[src/rtl/serial_alu_pkg.sv]
// Shared constants for the bit-serial ALU: alu_ctl codes, cell op-selects,
// controller state encoding and the alu_ctl to cell-control decode.
package serial_alu_pkg;

    localparam logic [3:0] CTL_AND = 4'b0000;
    localparam logic [3:0] CTL_OR  = 4'b0001;
    localparam logic [3:0] CTL_ADD = 4'b0010;
    localparam logic [3:0] CTL_SUB = 4'b0110;
    localparam logic [3:0] CTL_SLT = 4'b0111;
    localparam logic [3:0] CTL_NOR = 4'b1100;

    typedef enum logic [1:0] {
        CELL_AND = 2'b00,
        CELL_OR  = 2'b01,
        CELL_ADD = 2'b10
    } cellOp_t;

    typedef enum logic [1:0] {
        S_IDLE = 2'b00,
        S_RUN  = 2'b01,
        S_FIX  = 2'b10,
        S_DONE = 2'b11
    } state_t;

    typedef struct packed {
        logic    aInvert;
        logic    bInvert;
        logic    arith;
        cellOp_t op;
    } cellCtl_t;

    function automatic logic isLegal(input logic [3:0] ctl);
        logic legal;
        legal = 1'b0;
        case (ctl)
            CTL_AND, CTL_OR, CTL_ADD, CTL_SUB, CTL_SLT, CTL_NOR: legal = 1'b1;
            default: legal = 1'b0;
        endcase
        return legal;
    endfunction

    // NOR is De Morgan: invert both inputs and AND them
    function automatic cellCtl_t decodeCtl(input logic [3:0] ctl);
        cellCtl_t c;
        c.aInvert = 1'b0;
        c.bInvert = 1'b0;
        c.arith   = 1'b0;
        c.op      = CELL_AND;
        case (ctl)
            CTL_AND: c.op = CELL_AND;
            CTL_OR:  c.op = CELL_OR;
            CTL_ADD: begin
                c.op    = CELL_ADD;
                c.arith = 1'b1;
            end
            CTL_SUB, CTL_SLT: begin
                c.op      = CELL_ADD;
                c.arith   = 1'b1;
                c.bInvert = 1'b1;
            end
            CTL_NOR: begin
                c.op      = CELL_AND;
                c.aInvert = 1'b1;
                c.bInvert = 1'b1;
            end
            default: c.op = CELL_AND;
        endcase
        return c;
    endfunction

endpackage

[src/rtl/alu_cell.sv]
// One-bit ALU slice: optional input inversion, then AND, OR or full-add.
module alu_cell
    import serial_alu_pkg::*;
(
    input  logic    i_a,
    input  logic    i_b,
    input  logic    i_aInvert,
    input  logic    i_bInvert,
    input  logic    i_carryIn,
    input  cellOp_t i_op,
    output logic    o_result,
    output logic    o_carryOut
);

    logic w_a;
    logic w_b;
    logic w_sum;

    assign w_a        = i_a ^ i_aInvert;
    assign w_b        = i_b ^ i_bInvert;
    assign w_sum      = w_a ^ w_b ^ i_carryIn;
    assign o_carryOut = (w_a & w_b) | (i_carryIn & (w_a ^ w_b));

    always_comb begin
        o_result = 1'b0;
        case (i_op)
            CELL_AND: o_result = w_a & w_b;
            CELL_OR:  o_result = w_a | w_b;
            CELL_ADD: o_result = w_sum;
            default:  o_result = 1'b0;
        endcase
    end

endmodule

[src/rtl/serial_alu_ctrl.sv]
// Bit-serial ALU controller: one alu_cell stepped LSB first, one bit per clock.
// Define SERIAL_ALU_FLAGS_EN to build the zero/overflow flag logic; otherwise both flags are tied to 0.
module serial_alu_ctrl
    import serial_alu_pkg::*;
#(
    parameter int WIDTH = 32
) (
    input  logic             clk,
    input  logic             rst_n,
    input  logic             start,
    input  logic [3:0]       alu_ctl,
    input  logic [WIDTH-1:0] a,
    input  logic [WIDTH-1:0] b,
    output logic             busy,
    output logic             done,
    output logic [WIDTH-1:0] result,
    output logic             err,
    output logic             zero,
    output logic             overflow
);

    localparam int CW = (WIDTH > 1) ? $clog2(WIDTH) : 1;

    state_t           r_state;
    state_t           w_nextState;
    logic             w_accept;
    logic             w_lastBit;

    logic [WIDTH-1:0] r_a;
    logic [WIDTH-1:0] r_b;
    logic [3:0]       r_ctl;
    logic [CW-1:0]    r_count;
    logic             r_carry;
    logic             r_msbCarryIn;
    logic [WIDTH-1:0] r_result;
    logic             r_err;

    cellCtl_t         w_cellCtl;
    cellCtl_t         w_startCtl;
    logic             w_cellRes;
    logic             w_cellCout;
    logic [WIDTH-1:0] w_runResult;
    logic             w_sltBit;

    assign w_cellCtl   = decodeCtl(r_ctl);
    assign w_startCtl  = decodeCtl(alu_ctl);
    assign w_lastBit   = (r_count == CW'(WIDTH - 1));
    assign w_runResult = r_result | ({{(WIDTH-1){1'b0}}, w_cellRes} << r_count);
    // signed less-than: sign of the difference corrected by signed overflow
    assign w_sltBit    = r_result[WIDTH-1] ^ (r_msbCarryIn ^ r_carry);

    alu_cell u_cell (
        .i_a        (r_a[r_count]),
        .i_b        (r_b[r_count]),
        .i_aInvert  (w_cellCtl.aInvert),
        .i_bInvert  (w_cellCtl.bInvert),
        .i_carryIn  (r_carry),
        .i_op       (w_cellCtl.op),
        .o_result   (w_cellRes),
        .o_carryOut (w_cellCout)
    );

    always_ff @(posedge clk) begin
        if (!rst_n) r_state <= S_IDLE;
        else        r_state <= w_nextState;
    end

    always_comb begin
        w_nextState = r_state;
        w_accept    = 1'b0;
        busy        = 1'b0;
        done        = 1'b0;
        case (r_state)
            S_IDLE, S_DONE: begin
                done = (r_state == S_DONE);
                if (start) begin
                    w_accept    = 1'b1;
                    w_nextState = isLegal(alu_ctl) ? S_RUN : S_DONE;
                end else begin
                    w_nextState = S_IDLE;
                end
            end
            S_RUN: begin
                busy = 1'b1;
                if (w_lastBit) w_nextState = (r_ctl == CTL_SLT) ? S_FIX : S_DONE;
            end
            S_FIX: begin
                busy        = 1'b1;
                w_nextState = S_DONE;
            end
            default: w_nextState = S_IDLE;
        endcase
    end

    always_ff @(posedge clk) begin
        if (!rst_n) begin
            r_a          <= '0;
            r_b          <= '0;
            r_ctl        <= CTL_AND;
            r_count      <= '0;
            r_carry      <= 1'b0;
            r_msbCarryIn <= 1'b0;
            r_result     <= '0;
            r_err        <= 1'b0;
        end else if (w_accept) begin
            r_a          <= a;
            r_b          <= b;
            r_ctl        <= alu_ctl;
            r_count      <= '0;
            r_carry      <= w_startCtl.arith & w_startCtl.bInvert;
            r_msbCarryIn <= 1'b0;
            r_result     <= '0;
            r_err        <= ~isLegal(alu_ctl);
        end else begin
            case (r_state)
                S_RUN: begin
                    r_result <= w_runResult;
                    r_carry  <= w_cellCout;
                    r_count  <= r_count + 1'b1;
                    if (w_lastBit) r_msbCarryIn <= r_carry;
                end
                S_FIX: r_result <= {{(WIDTH-1){1'b0}}, w_sltBit};
                default: ;
            endcase
        end
    end

    assign result = r_result;
    assign err    = r_err;

`ifdef SERIAL_ALU_FLAGS_EN
    logic r_zero;
    logic r_ovf;
    logic w_isAddSub;

    assign w_isAddSub = (r_ctl == CTL_ADD) || (r_ctl == CTL_SUB);

    // flags are captured as the final result is written so they hold through DONE
    always_ff @(posedge clk) begin
        if (!rst_n) begin
            r_zero <= 1'b0;
            r_ovf  <= 1'b0;
        end else if (w_accept) begin
            r_zero <= ~isLegal(alu_ctl);
            r_ovf  <= 1'b0;
        end else begin
            case (r_state)
                S_RUN: begin
                    if (w_lastBit) begin
                        r_ovf <= w_isAddSub & (r_carry ^ w_cellCout);
                        if (r_ctl != CTL_SLT) r_zero <= (w_runResult == '0);
                    end
                end
                S_FIX: r_zero <= ~w_sltBit;
                default: ;
            endcase
        end
    end

    assign zero     = r_zero;
    assign overflow = r_ovf;
`else
    assign zero     = 1'b0;
    assign overflow = 1'b0;
`endif

endmodule

[config.mk]
export PLATFORM = sky130hd
export DESIGN_NAME = serial_alu_ctrl
export DESIGN_NICKNAME = d
export VERILOG_FILES = /design/src/rtl/serial_alu_pkg.sv /design/src/rtl/alu_cell.sv /design/src/rtl/serial_alu_ctrl.sv
export SDC_FILE = /design/constraint.sdc
export NUM_CORES = 1
export LEC_CHECK = 0
export ABC_AREA = 1
export BUFFER_PORTS_ARGS = -buffer_cell sky130_fd_sc_hd__buf_2
export CORE_AREA = 4 4 124 96
export CTS_CLUSTER_DIAMETER = 100
export DETAILED_ROUTE_END_ITERATION = 16
export DIE_AREA = 0 0 128 100
export PLACE_DENSITY = 0.74
export SLEW_MARGIN = 20
export SYNTH_ARGS = -nofsm -noshare
export SYNTH_HDL_FRONTEND = slang
export SYNTH_SLANG_ARGS = --single-unit
[constraint.sdc]
create_clock -name clk -period 2.4 [get_ports clk]
set_input_delay 0.24 -clock clk [delete_from_list [all_inputs] [get_ports clk]]
set_output_delay 0.24 -clock clk [all_outputs]
set_load 0.02 [all_outputs]
==> results.ini, run 1 <==
[setup_path]
critPathBufInv = 2
cp_max_fo = 19
cp_num_cells = 18
ff2ff_setup_slack_ns = -0.19
required_ns = 2.63
startpoint = r_count[0]$_SDFFE_PP0P_
path_class = reg2reg
cp-start-kind = register
critPathArrivalTime_ns = 2.82
cpMostUsedCell = nand2_1
r2r-start = r_count[0]$_SDFFE_PP0P_
path_delay_family = simple AND/OR/NAND/NOR gates
timing.critical_path.to = result[18]$_SDFFE_PP0N_
slowest_delay_ns = 0.46
end_kind = register
worstPathCellList = clkbuf_16, nand2_1, o21ai_1, a21oi_1, nand4_1, nand3_2, nand2_1, nand2_1, nand2_2, fa_1, nand3_2, nand2_2, inv_4, nand2_4, nand4_1, nor2_1, nor2_1, nor2_2
r2r-end = result[18]$_SDFFE_PP0N_
slowest_stage = fa_1
worst-r2r-cell-count = 18

[clocking]
cts_buffers = 9
htreeDepth = 3
cts_buffer_depth = 2
path_clk_slew_ns = 0.07
insertion_delay_ns = 0.35
cts-hold-fix-buffers = 0
clockRootBuffer = clkbuf_16
clock-sinks = 110
cts_tree = done
post_cts_buffers = 0

[grt]
grt_first_pass_wirelength_um = 20600
grt_max_degree = 76
grt_antenna_before_repair = 0
grt_pass1_vias = 4354
grt_usage_pct = 19.8
overflow = 0

[sta]
finClkSkew_ns = 0.00667
worstMarginPinSlew_ns = 0.537
final.setup.worst_slack_ns = -0.190
final-setup-viol-count = 32
fmax_ghz = 0.386
tns_ns = -4.47
rsz0062_at_grt = yes
hold_viol = 0
layout_min_cycle_time_ns = 2.59
relSlewSlack_pct = 63.9
fin_crit_sh_pct = 108
maxSlewViolCount = 0

[placement]
io_buffers = 105
dp_hpwl_um = 9260
gp_congestion = 0.884
placed_area_um2 = 5830

[synth]
yosysSeqAreaShare_pct = 43.5
synthArstFlopShare_pct = 0
ys_seq_elements = 110
syn_inst = 709
synth_area_per_cell_um2 = 7.13
synth.distinct_cells = 32
synth_warnings = 0
synth_area_um2 = 5060
synth-edff-count = 0
synth_top_flop_cell = dfxtp_1

[layout]
nets = 901
area_growth_pct = 22.4
drive_above_1_share_pct = 24.5
antenna_cells = 0
fill_cells = 1061
final_cell_area_um2 = 6190

[run_status]
status = finished with violations
violations = setup timing

[routing]
drtPass1Iterations = 5
drt-vias-per-instance = 4.99
drt-total-wl_um = 12700
drc = 0
drt_iter0_drc = 331
routedWlPerCell_um = 13.2
vias = 4818
ant_nets = 0

[min_path]
hp-class = in2reg

[floorplan]
num_rows = 33
die-area_um2 = 12800
die-width_um = 128
core-area_um2 = 10700
die_y_um = 100
start_util_pct = 47.1
io_pins = 108

[power_and_ir_drop]
peakVddDrop_mv = 0.515
power_density_nw_per_um2 = 989
p_leak_uw = 0.00272

[run]
cap_violations = 0

[cell usage in the layout (no fill, tap or decap), types with 2 or more instances in the layout]
| cell | synthesis | routed |
|---|---|---|
| inv_1 | 74 | 73 |
| buf_12 | 0 | 2 |
| dfxtp_1 | 110 | 108 |
| xnor2_1 | 2 | 2 |
| ha_1 | 7 | 7 |
| nor3_1 | 6 | 6 |
| nor2_1 | 119 | 119 |
| inv_2 | 7 | 7 |
| a21oi_1 | 66 | 64 |
| a21oi_2 | 0 | 2 |
| o21ai_0 | 88 | 79 |
| buf_6 | 3 | 2 |
| clkbuf_16 | 0 | 10 |
| nand3_1 | 46 | 43 |
| nor2_2 | 13 | 13 |
| nand3_2 | 2 | 5 |
| clkbuf_1 | 13 | 2 |
| buf_4 | 6 | 33 |
| nand2_2 | 2 | 5 |
| conb_1 | 1 | 2 |
| nand4_2 | 5 | 4 |
| a31oi_1 | 4 | 4 |
| nand4_1 | 10 | 10 |
| o21ai_1 | 0 | 8 |
| o211ai_1 | 2 | 2 |
| nor2_4 | 2 | 2 |
| buf_2 | 13 | 105 |
| nand2_1 | 94 | 90 |
[worst register-to-register path, cell delays in order, from the launching register on]
cell	delay, ns
dfxtp_4	0.38
clkbuf_16	0.18
nand2_1	0.07
o21ai_1	0.07
a21oi_1	0.14
nand4_1	0.13
nand3_2	0.10
nand2_1	0.07
nand2_1	0.07
nand2_2	0.06
fa_1	0.46
nand3_2	0.09
nand2_2	0.06
inv_4	0.11
nand2_4	0.11
nand4_1	0.15
nor2_1	0.06
nor2_1	0.12
nor2_2	0.04
[registers in the layout (all words and copies together), names as in the netlist]
register,flops
result,32
r_a,32
err,1
r_ctl,4
r_msbCarryIn,1
r_state,2
r_count,5
r_b,32
r_carry,1
[logic make-up after synthesis]
group	after synthesis	share of synthesized area [%]
XOR/XNOR	3	0.520
AND/OR/NAND/NOR	301	26.4
buffers and inverters	124	11.0
adder cells (fa/ha/maj)	8	2.13
AO/OA/AOI/OAI	162	16.3
other	1	0.0741
flip-flops	110	43.5
[cells in the mapped netlist, types with 3 or more instances]
cell type | n | share of area, %
inv_1 | 74 | 5.5
nor2_1 | 119 | 8.8
clkbuf_1 | 13 | 0.96
buf_1 | 5 | 0.37
nand4_2 | 5 | 1.2
a31oi_1 | 4 | 0.49
nand3_1 | 46 | 4.6
nand4_1 | 10 | 1.2
buf_4 | 6 | 0.89
dfxtp_1 | 110 | 44
nand2_1 | 94 | 7.0
buf_6 | 3 | 0.67
o21ai_0 | 88 | 8.7
nor3_1 | 6 | 0.59
buf_2 | 13 | 1.3
nor2_2 | 13 | 1.6
inv_2 | 7 | 0.52
a21oi_1 | 66 | 6.5
ha_1 | 7 | 1.7
clkbuf_8 | 3 | 0.82
[cell type report]
type                    instances  area [µm²]  share of cell area, %
repair buffers                143         861                   13.9
flip-flops and latches        110        2210                   35.7
inverters                      81         307                   4.95
well taps                     140         175                   2.83
clock inverters                 3        21.3                  0.344
clock buffers                  12         246                   3.98
multi-input cells             477        2370                   38.3
[worst min path at each step]
stage	start	to	slack, ns	cells past startpoint
2_1_floorplan	alu_ctl[2]	r_ctl[2]$_SDFFE_PN0P_	0.38	2
3_3_place_gp	result[21]$_SDFFE_PP0N_	result[21]$_SDFFE_PP0N_	0.44	2
3_5_place_dp	result[28]$_SDFFE_PP0N_	result[28]$_SDFFE_PP0N_	0.44	2
4_1_cts	b[25]	r_b[25]$_SDFFE_PN0P_	0.13	3
5_1_grt	b[15]	r_b[15]$_SDFFE_PN0P_	0.16	3
6_report	b[25]	r_b[25]$_SDFFE_PN0P_	0.14	3
[power by group]
group / internal (µW) / leakage (µW) / total, µW / switching (µW)
logic: 814 / 0.00169 / 2340 / 1520
registers: 2250 / 0.000903 / 2440 / 183
clock network: 727 / 0.000129 / 1350 / 621
[routing by layer]
| layer | track usage, % | up-vias | part of all wire [%] | wire length (µm) |
|---|---|---|---|---|
| met5 | 0 | - | 0 | 0 |
| met4 | 5.46 | 0 | 1.3 | 169 |
| met3 | 4.73 | 15 | 6.4 | 813 |
| met2 | 29.6 | 142 | 43 | 5460 |
| met1 | 28.7 | 2164 | 49 | 6280 |
| li1 | - | 2497 | - | - |
[timing repair]
| action | in CTS | in global routing |
|---|---|---|
| pin swaps | 0 | 13 |
| resized for setup | 4 | 15 |
| cloned | 0 | 2 |
| endpoints found under the setup margin | 32 | 32 |
[metrics by stage]
| stage | power (µW) | std cells | util (%) | hold WS [ns] | setup WS (ns) |
|---|---|---|---|---|---|
| 2_1_floorplan | 4100 | 710 | - | 0.379 | -0.00948 |
| 3_3_place_gp | 4630 | 949 | 54.3 | 0.438 | -0.193 |
| 3_5_place_dp | 4670 | 949 | 54.3 | 0.441 | -0.246 |
| 4_1_cts | 6030 | 964 | 56.9 | 0.134 | -0.155 |
| 5_1_grt | 6590 | 966 | 57.7 | 0.155 | -0.376 |
| 6_report | 6120 | 966 | 57.7 | 0.143 | -0.190 |
Power figures use the tool's default switching activity.
==> inputs of run 2 (changes only) <==
--- a/config.mk
+++ b/config.mk
@@ -6,12 +6,11 @@
 export NUM_CORES = 1
 export LEC_CHECK = 0
 export ABC_AREA = 1
-export BUFFER_PORTS_ARGS = -buffer_cell sky130_fd_sc_hd__buf_2
 export CORE_AREA = 4 4 124 96
 export CTS_CLUSTER_DIAMETER = 100
 export DETAILED_ROUTE_END_ITERATION = 16
 export DIE_AREA = 0 0 128 100
-export PLACE_DENSITY = 0.74
+export DONT_BUFFER_PORTS = 1
 export SLEW_MARGIN = 20
 export SYNTH_ARGS = -nofsm -noshare
 export SYNTH_HDL_FRONTEND = slang
==> results.ini, run 2 (synthesized netlist as in run 1, its figures left out) <==
[grt]
grt_antenna_before_repair = 0  ; unchanged
grt_first_pass_wirelength_um = 19900  ; -3.5%
grt_max_degree = 79  ; +3.9%
grt_usage_pct = 19.0  ; -0.82 points
grt_pass1_vias = 4153  ; -4.6%
overflow = 0  ; unchanged

[setup_path]
cpMostUsedCell = nand2_1
worstPathCellList = clkbuf_16, o21ai_1, nand2_1, nand2_1, nor2_1, nand2_1, nand3_2, nand2_1, nand2_1, nand2_2, fa_1, nand3_1, nand2_2, inv_6, nand2_8, nand4_1, nor2_1, nor2_1, nor2_2
cp-start-kind = register
critPathBufInv = 2  ; unchanged
end_kind = register
cp_max_fo = 10  ; -9
path_class = reg2reg
path_delay_family = simple AND/OR/NAND/NOR gates
slowest_stage = fa_1
required_ns = 2.62  ; about the same
critPathArrivalTime_ns = 2.85  ; +0.03 ns
slowest_delay_ns = 0.41  ; -0.05 ns

[layout]
area_growth_pct = 14.4
nets = 798  ; -11%
drive_above_1_share_pct = 14.8  ; -9.7 points
fin_cells = 864  ; -11%
final_cell_area_um2 = 5790  ; -6.5%
final_cell_mix = 119 x nor2_1, 107 x dfxtp_1, 91 x nand2_1, 79 x o21ai_0, 73 x inv_1
antenna_cells = 0  ; unchanged
layout_commonest_cell = nor2_1

[sta]
tns_ns = -5.17  ; -0.700 ns
maxSlewViolCount = 0  ; unchanged
fin_crit_sh_pct = 109  ; +1.4 points
finClkSkew_ns = 0.00893  ; +0.00226 ns
final.setup.worst_slack_ns = -0.223  ; -0.0337 ns
final-setup-viol-count = 32  ; unchanged
worstMarginPinSlew_ns = 0.578  ; +0.0407 ns
relSlewSlack_pct = 61.2  ; -2.7 points
hold_viol = 0  ; unchanged
fmax_ghz = 0.381  ; -1.3%
layout_min_cycle_time_ns = 2.62  ; +0.0337 ns
rsz0062_at_grt = yes
whs_ns = 0.0318  ; -0.111 ns

[power_and_ir_drop]
power_density_nw_per_um2 = 1070  ; +8.7%
peakVddDrop_mv = 0.529  ; +2.6%
p_leak_uw = 0.00231  ; -15%

[routing]
ant_nets = 0  ; unchanged
vias = 4439  ; -7.9%
routedWlPerCell_um = 14.5  ; +10%
drtPass1Iterations = 5  ; unchanged
drt-total-wl_um = 12500  ; -1.6%
drt-vias-per-instance = 5.14  ; +3.0%
drc = 0  ; unchanged
drt_iter0_drc = 247  ; -25%

[floorplan]
die-area_um2 = 12800  ; unchanged
core-area_um2 = 10700  ; unchanged
num_rows = 33  ; unchanged
die_y_um = 100  ; unchanged
die-width_um = 128  ; unchanged
io_pins = 108  ; unchanged
start_util_pct = 47.1  ; unchanged

[run_status]
status = finished with violations
violations = setup timing

[placement]
gp_congestion = 0.860  ; -2.8%
dp_hpwl_um = 9100  ; -1.7%
io_buffers = 0  ; -100%
placed_area_um2 = 5330  ; -8.5%
placed_cells = 844  ; -11%

[clocking]
path_clk_slew_ns = 0.07  ; about the same
insertion_delay_ns = 0.34  ; about the same
htreeDepth = 3  ; unchanged
cts_buffers = 9  ; unchanged
clock-sinks = 110  ; unchanged
cts_buffer_depth = 2  ; unchanged
cts_tree = done
cts-hold-fix-buffers = 0  ; unchanged
clockRootBuffer = clkbuf_16

[min_path]
hp-class = in2reg

[run]
cap_violations = 0  ; unchanged

run 2: changes by cell type in the layout (fill, tap and decap cells not counted), sizes merged:
cell    change
clkinv      +2
bufinv      +1
clkbuf      -1
buf       -104
run 2: final timing paths:
kind	depth (start not counted)	slack, ns	startpoint	end
worst min register to register	2	0.45	r_b[10]$_SDFFE_PN0P_	r_b[10]$_SDFFE_PN0P_
worst min-delay path	2	0.03	rst_n	r_a[7]$_SDFFE_PN0P_
worst max register to register	19	-0.22	r_count[0]$_SDFFE_PP0P_	result[25]$_SDFFE_PP0N_
worst max-delay path	19	-0.22	r_count[0]$_SDFFE_PP0P_	result[25]$_SDFFE_PP0N_
run 2: final cells by class:
cell class,instances,area [µm²]
fillers,1065,4950
multi-input cells,477,2410
flip-flops and latches,110,2210
repair buffers,40,389
inverters,81,309
clock buffers,10,239
well taps,140,175
clock inverters,6,61.3
run 2: report_power, final:
| group | switching (µW) | leakage [µW] | total (µW) | internal [µW] |
|---|---|---|---|---|
| clock network | 656 | 0.000148 | 1490 | 834 |
| registers | 201 | 0.000904 | 2450 | 2250 |
| logic | 1490 | 0.00126 | 2280 | 791 |
run 2: metal layers:
layer | vias up | share of wire, % | routed length, µm | GRT usage (%)
met5 | - | 0 | 0 | 0
met4 | 0 | 1.1 | 138 | 5.14
met3 | 11 | 5.7 | 718 | 5.32
met2 | 105 | 43 | 5440 | 28.6
met1 | 2022 | 50 | 6220 | 26.9
li1 | 2301 | - | - | -
run 2: per-stage QoR:
step / setup slack [ns] / utilization [%] / total power, µW
CTS: -0.192 / 52.6 / 6120
floorplan: -0.00948 / - / 4100
global placement: -0.253 / 49.7 / 4550
detailed placement: -0.291 / 49.7 / 4600
finish: -0.223 / 53.9 / 6220
global route: -0.370 / 53.9 / 6670
run 2: timing repair:
item	4_1_cts	5_1_grt
pin swaps	1	12
cloned	0	3
endpoints found under the setup margin	32	32
hold endpoints to repair	0	0
buffers inserted	0	2
resized for setup	7	18
